`src/rtl/rx_byte_packer.sv`:
```
// rtl/rx_byte_packer.sv - packs a byte stream into OUT_BYTES-wide words with keep/last/user
//
// Ports:
//   clk, reset                 rising-edge clock, asynchronous active-high reset
//   rx_axis_mac_t*             8-bit input byte stream (tdata/tvalid/tlast/tuser, tready out)
//   rx_axis_t*                 packed output word stream (tdata/tkeep/tvalid/tlast/tuser, tready in)
//   frame_count, err_count     delivered frames / delivered frames flagged with tuser
module rx_byte_packer #(
    parameter int OUT_BYTES   = 8,
    parameter int USER_STICKY = 1,
    parameter int CNT_W       = 16
) (
    input  logic                   clk,
    input  logic                   reset,
    input  logic [7:0]             rx_axis_mac_tdata,
    input  logic                   rx_axis_mac_tvalid,
    input  logic                   rx_axis_mac_tlast,
    input  logic                   rx_axis_mac_tuser,
    output logic                   rx_axis_mac_tready,
    output logic [8*OUT_BYTES-1:0] rx_axis_tdata,
    output logic [OUT_BYTES-1:0]   rx_axis_tkeep,
    output logic                   rx_axis_tvalid,
    output logic                   rx_axis_tlast,
    output logic                   rx_axis_tuser,
    input  logic                   rx_axis_tready,
    output logic [CNT_W-1:0]       frame_count,
    output logic [CNT_W-1:0]       err_count
);
    localparam int LW = $clog2(OUT_BYTES);
    localparam logic [LW-1:0] LAST_LANE = LW'(OUT_BYTES - 1);

    logic [8*OUT_BYTES-1:0] acc_data;
    logic [OUT_BYTES-1:0]   acc_keep;
    logic [LW-1:0]          lane_cnt;
    logic                   sticky;
    logic                   accept;
    logic                   commit;
    logic [8*OUT_BYTES-1:0] word_data;
    logic [OUT_BYTES-1:0]   word_keep;
    logic                   word_user;

    // The output register is the only storage stage, so input is accepted
    // whenever that register is empty or being drained this cycle.
    assign rx_axis_mac_tready = !rx_axis_tvalid || rx_axis_tready;
    assign accept             = rx_axis_mac_tvalid && rx_axis_mac_tready;
    assign commit             = accept && (rx_axis_mac_tlast || lane_cnt == LAST_LANE);

    // Word presented to the output register on commit: accumulated lanes plus
    // the completing byte; lanes never written in this word read as zero.
    always_comb begin
        word_data = '0;
        word_keep = acc_keep;
        for (int k = 0; k < OUT_BYTES; k++) begin
            if (k == int'(lane_cnt)) begin
                word_data[8*k +: 8] = rx_axis_mac_tdata;
                word_keep[k]        = 1'b1;
            end else if (acc_keep[k]) begin
                word_data[8*k +: 8] = acc_data[8*k +: 8];
            end
        end
        if (!rx_axis_mac_tlast) begin
            word_user = 1'b0;
        end else if (USER_STICKY != 0) begin
            word_user = sticky | rx_axis_mac_tuser;
        end else begin
            word_user = rx_axis_mac_tuser;
        end
    end

    always_ff @(posedge clk or posedge reset) begin
        if (reset) begin
            acc_data <= '0;
            acc_keep <= '0;
            lane_cnt <= '0;
            sticky   <= 1'b0;
        end else if (accept) begin
            if (commit) begin
                // Stale acc_data is masked by the cleared keep bits.
                acc_keep <= '0;
                lane_cnt <= '0;
                sticky   <= rx_axis_mac_tlast ? 1'b0 : (sticky | rx_axis_mac_tuser);
            end else begin
                acc_data[8*lane_cnt +: 8] <= rx_axis_mac_tdata;
                acc_keep[lane_cnt]        <= 1'b1;
                lane_cnt                  <= lane_cnt + LW'(1);
                sticky                    <= sticky | rx_axis_mac_tuser;
            end
        end
    end

    always_ff @(posedge clk or posedge reset) begin
        if (reset) begin
            rx_axis_tdata  <= '0;
            rx_axis_tkeep  <= '0;
            rx_axis_tvalid <= 1'b0;
            rx_axis_tlast  <= 1'b0;
            rx_axis_tuser  <= 1'b0;
            frame_count    <= '0;
            err_count      <= '0;
        end else begin
            if (commit) begin
                rx_axis_tdata  <= word_data;
                rx_axis_tkeep  <= word_keep;
                rx_axis_tvalid <= 1'b1;
                rx_axis_tlast  <= rx_axis_mac_tlast;
                rx_axis_tuser  <= word_user;
            end else if (rx_axis_tready) begin
                rx_axis_tvalid <= 1'b0;
            end
            if (rx_axis_tvalid && rx_axis_tready && rx_axis_tlast) begin
                frame_count <= frame_count + CNT_W'(1);
                err_count   <= err_count + {{(CNT_W-1){1'b0}}, rx_axis_tuser};
            end
        end
    end
endmodule

```
`config.mk`:
```
export PLATFORM = sky130hd
export DESIGN_NAME = rx_byte_packer
export DESIGN_NICKNAME = d
export VERILOG_FILES = /design/src/rtl/rx_byte_packer.sv
export SDC_FILE = /design/constraint.sdc
export NUM_CORES = 1
export LEC_CHECK = 0
export BUFFER_PORTS_ARGS = -buffer_cell sky130_fd_sc_hd__buf_2
export CORE_ASPECT_RATIO = 0.7
export CORE_MARGIN = 5
export CORE_UTILIZATION = 45
export DETAILED_ROUTE_END_ITERATION = 12
export PLACE_DENSITY = 0.65
export SETUP_SLACK_MARGIN = 0.3
export SLEW_MARGIN = 10
export SYNTH_ARGS = -nofsm -noshare
export SYNTH_HDL_FRONTEND = slang
export SYNTH_SLANG_ARGS = --single-unit
export TNS_END_PERCENT = 20
```
`constraint.sdc`:
```
create_clock -name clk -period 13.1 [get_ports clk]
set_input_delay 1.965 -clock clk [delete_from_list [all_inputs] [get_ports clk]]
set_output_delay 1.965 -clock clk [all_outputs]
set_load 0.005 [all_outputs]
```
Yosys cells after proc, flatten, opt, wreduce, memory -nomap -nowiden
Index checks and enable logic that the tools add are counted.
{"block": "classes", "addsub": 4, "magnitude_cmp": 2, "eq_ne": 8, "n_shift": 2, "mux": 34, "bitwise": 3, "n_reduce_logical": 11}
{"cell": "8-bit 2-to-1 mux", "n": 17}
{"cell": "64-bit bitwise mux", "n": 1}
{"cell": "8-bit by 34-bit variable shift with 64-bit output (first input constant)", "n": 1}
{"cell": "8-bit by 34-bit variable part select with 64-bit output", "n": 1}
{"cell": "6-bit negator with 34-bit output", "n": 1}
{"cell": "16-bit by 1-bit adder with 16-bit output", "n": 1}
{"cell": "16-bit by 1-bit adder with 16-bit output (second input constant)", "n": 1}
{"cell": "1-bit 2-to-1 mux", "n": 14}
{"cell": "3-bit == test (first input constant)", "n": 4}
{"cell": "8-bit OR", "n": 1}
{"cell": "2-bit by 3-bit == test with 1-bit output (first input constant)", "n": 2}
{"cell": "1-bit logical AND", "n": 5}
{"cell": "3-bit by 4-bit less-than comparator with 1-bit output (second input constant)", "n": 1}
{"cell": "3-bit by 1-bit adder with 3-bit output (second input constant)", "n": 1}
{"cell": "1-bit demux with 3-bit select", "n": 1}
{"cell": "1-bit by 3-bit == test with 1-bit output (first input constant)", "n": 1}
{"cell": "3-bit == test (second input constant)", "n": 1}
{"cell": "3-bit by 1-bit greater-or-equal comparator with 1-bit output (second input constant)", "n": 1}
{"cell": "3-bit zero test", "n": 1}
{"cell": "3-bit 2-to-1 mux", "n": 1}
{"cell": "1-bit logical OR", "n": 2}
{"cell": "2-bit AND reduction", "n": 1}
{"cell": "2-bit nonzero test", "n": 1}
{"cell": "1-bit zero test", "n": 1}
{"cell": "2 further kinds", "n": 2}
{"block": "totals", "ff_bits": 183, "output_inout_bits": 108, "word_cells": 75}

Longest topological paths before layout
{"block": "depth", "depth_word": 6, "mapped_depth": 9, "depth_no_buf": 7}

Worst setup path before layout
OpenSTA, ideal clock, no wires.
{"block": "synth_path", "path_type": "input to output", "start": "in rx_axis_tready", "end": "out rx_axis_mac_tready", "arrival_time_ps": 2309, "t_required_ps": 11135, "setup_slack_ps": 8826, "cell_stages": 3, "n_path_buf": 1, "cell_sequence": "nor2b_1 buf_2 inv_2"}
{"block": "synth_via", "elab_chain_cells": 1}
{"item": "start, declared", "line_no": "25", "rtl": "input logic rx_axis_tready,"}
{"item": "1-bit logical OR", "line_no": "44", "rtl": "assign rx_axis_mac_tready = !rx_axis_tvalid || rx_axis_tready;"}
{"item": "end, declared", "line_no": "19", "rtl": "output logic rx_axis_mac_tready,"}
No other way between the ends.

Worst setup path in the final report
Same ends and word-level chain as after synthesis.

==> results.cfg <==
[run_status]
outcome = finished, final reports clean

[yosys]
synthesis.nets = 790
synth_compound_area_share_pct = 8.961
ys_warn_count = 0
synth_top_area_share_pct = 56.65
yosysTopAreaCell = dfrtp_1
synthesis.area_um2 = 8084
synthCells = 764
syn_avg_cell_area_um2 = 10.58
yosys-mux-area-fraction_pct = 9.039
seq_area_frac_synth_pct = 56.65
yosysUniqueCellTypes = 38
synth_simple_gate_area_share_pct = 16.82
ys_ff_latch = 183
synth_xor_area_share_pct = 3.142
synth_top_family_by_area = simple AND/OR/NAND/NOR gates
ys_top_cells_by_area = dfrtp_1 57%, mux2_2 8.8%, nor2_1 5.4%
synth_fa_ha_area_share_pct = 1.857

[timing]
fin_skew_ns = 0.01137
finalSetupViolations = 0
setup-tns-final_ns = 0
fmaxAchievable_mhz = 202.1
period_share_pct = 37.77
tightest_slew_ns = 0.9831
rsz0062_at_grt = no
hold_viol = 0
relSlewSlack_pct = 34.46
period_needed_ns = 4.948
finalMaxSlewViolations = 0

[critical_path]
crit_slowest_cell = nor2b_1
cp.arrival_ns = 2.98
critPathBufInv = 3
cp_common_cell = buf_2
cp_data_required_time_ns = 11.14
cp_cell_sequence = buf_2, nor2b_1, inv_2, buf_2
worstSetupEndpointType = output pin
crit_path_max_fanout = 8
crit_type = in2out
cp-start-kind = input port
slowest_delay_ns = 0.56
crit_family = simple AND/OR/NAND/NOR gates

[drt]
wirelength_um = 19860
viasPerCell = 5.362
vias = 5914
drt.antenna.violating_nets = 0
first_pass_iters = 5
drtIter0Drc = 477
drc_errors = 0
routedWlPerCell_um = 18.00

[floorplan]
start_util_pct = 45.28
fp.dieW_um = 170.2
dieArea_um2 = 20790
pin_count = 122
num_rows = 41
core_area_um2 = 17850
die_h_um = 122.1

[final_layout]
nNetsFinal = 880
nFillCells = 1670
syn2layout_area_growth_pct = 16.28
final_common_cell = dfrtp_1
seqCellArea_um2 = 4579
multi_input_area_um2 = 3229
layout_common_cells = 183 x dfrtp_1, 121 x buf_2, 116 x nor2_1
final_util_pct = 52.66
layout-drive-gt1-share_pct = 27.22
insertedDiodeCount = 0

[pwr]
p_switching_uw = 468.2
p_leak_uw = 0.004554
pwr-share-clk_pct = 32.3
comb_power_share_pct = 19.3
p_seq_share_pct = 48.4
sw_frac_of_total_pct = 29.82
p_per_area_nw_per_um2 = 167.0
p_int_uw = 1102
vdd_drop_max_uv = 77.48

[clock_network]
clk_latency_ns = 0.43
htree_levels = 4
cts_buffers = 17
post_cts_buffers = 0
cts_tree = done
cts.sinks = 183
hold_buffers = 0
cts_max_path_buffers = 2
cts_resized = 0
clk_pin_slew_ns = 0.06
cts_root_buffer = clkbuf_16

[global_routing]
grt_pass1_vias = 5687
grt_antenna_before_repair = 1
grtUsageTotal_pct = 19.81
gr-total-overflow = 0
grt_pass1_wl_um = 31970
grt_max_degree = 110

[min_path]
worstHoldPathType = reg2reg

[placement]
io_buffers = 121
hpwl_um = 13450
place.gp.congestion = 0.8159

[flow_run]
maxCapViolations = 0
## metal layers
| metal | vias up | wire length, um | part of all wire [%] | GRT usage (%) |
|---|---|---|---|---|
| li1 | 2839 | - | - | - |
| met1 | 2929 | 9949 | 50 | 30.12 |
| met2 | 126 | 8758 | 44 | 28.48 |
| met3 | 18 | 945 | 4.8 | 4.444 |
| met4 | 2 | 197 | 0.99 | 5.586 |
| met5 | - | 7 | 0.035 | 0 |
## through the flow
step | setup slack [ns] | hold WS (ns) | std cells | area [um2] | total power, uW
CTS | 8.152 | 0.4744 | 1103 | 9400 | 1584
global route | 8.087 | 0.5007 | 1103 | 9400 | 1660
detailed placement | 8.162 | 0.4591 | 1071 | 8812 | 1078
global placement | 8.217 | 0.4484 | 1071 | 8812 | 1068
finish | 8.152 | 0.4685 | 1103 | 9400 | 1570
floorplan | 6.163 | 0.4590 | 764 | 8084 | 955.8
## kinds of logic after synthesis
logic type               after synthesis
AO/OA/AOI/OAI                        116
AND/OR/NAND/NOR                      286
adder cells (fa/ha/maj)               12
XOR/XNOR                              29
multiplexers                          65
flip-flops                           183
buffers and inverters                 73
## state kept, by name, indices dropped and copies added, names as in the netlist
register,cells
rx_axis_tuser,1
rx_axis_tlast,1
rx_axis_tkeep,8
frame_count,16
sticky,1
lane_cnt,3
acc_data,64
rx_axis_tdata,64
err_count,16
acc_keep,8
rx_axis_tvalid,1
## area by class of cell
cell class,count,area share [%]
multi-input combinational,508,34.35
timing repair buffer,124,6.682
clock buffer,23,5.297
inverter,20,0.8519
clock inverter,9,0.9583
sequential,183,48.72
tap,236,3.141
## cell usage after synthesis, drive strengths merged
library cell and instances:
dfrtp 183, nor2 116, nand2 67, mux2 64, nand3 47, clkbuf 41, a31oi 39, o21ai 31
xnor2 23, a221oi 22, inv 20, a21oi 19, nor3 16, nand4 13, buf 12, ha 12
and2 8, xor2 6, and3 5, nor2b 4, nand2b 3, nor4 3, and4 2, o22ai 2
a22o 1, mux2i 1, o211ai 1, o22a 1, or2 1, or3 1
## power groups by stage
stage	registers, uW	logic (uW)	clock network (uW)
global route	777	341	541
CTS	761	308	516
global placement	768	300	0
detailed placement	771	306	0
finish	760	302	507
floorplan	749	206	0
## path summary, 6_finish.rpt
| kind | end | start | cells past startpoint | slack [ns] |
|---|---|---|---|---|
| worst max-delay path | rx_axis_mac_tready | rx_axis_tready | 4 | 8.15 |
| worst min-delay path | frame_count[15]$_DFFE_PP0P_ | frame_count[15]$_DFFE_PP0P_ | 1 | 0.47 |
| worst max register to register | rx_axis_tdata[35]$_DFFE_PP0P_ | lane_cnt[2]$_DFFE_PP0P_ | 6 | 9.56 |
| worst min register to register | frame_count[15]$_DFFE_PP0P_ | frame_count[15]$_DFFE_PP0P_ | 1 | 0.47 |
| max in group asynchronous | acc_data[54]$_DFFE_PP0P_ | reset | 3 | 9.76 |
| min in group asynchronous | rx_axis_tdata[20]$_DFFE_PP0P_ | reset | 2 | 1.75 |
Note: power is estimated with default switching activity, not from simulation.
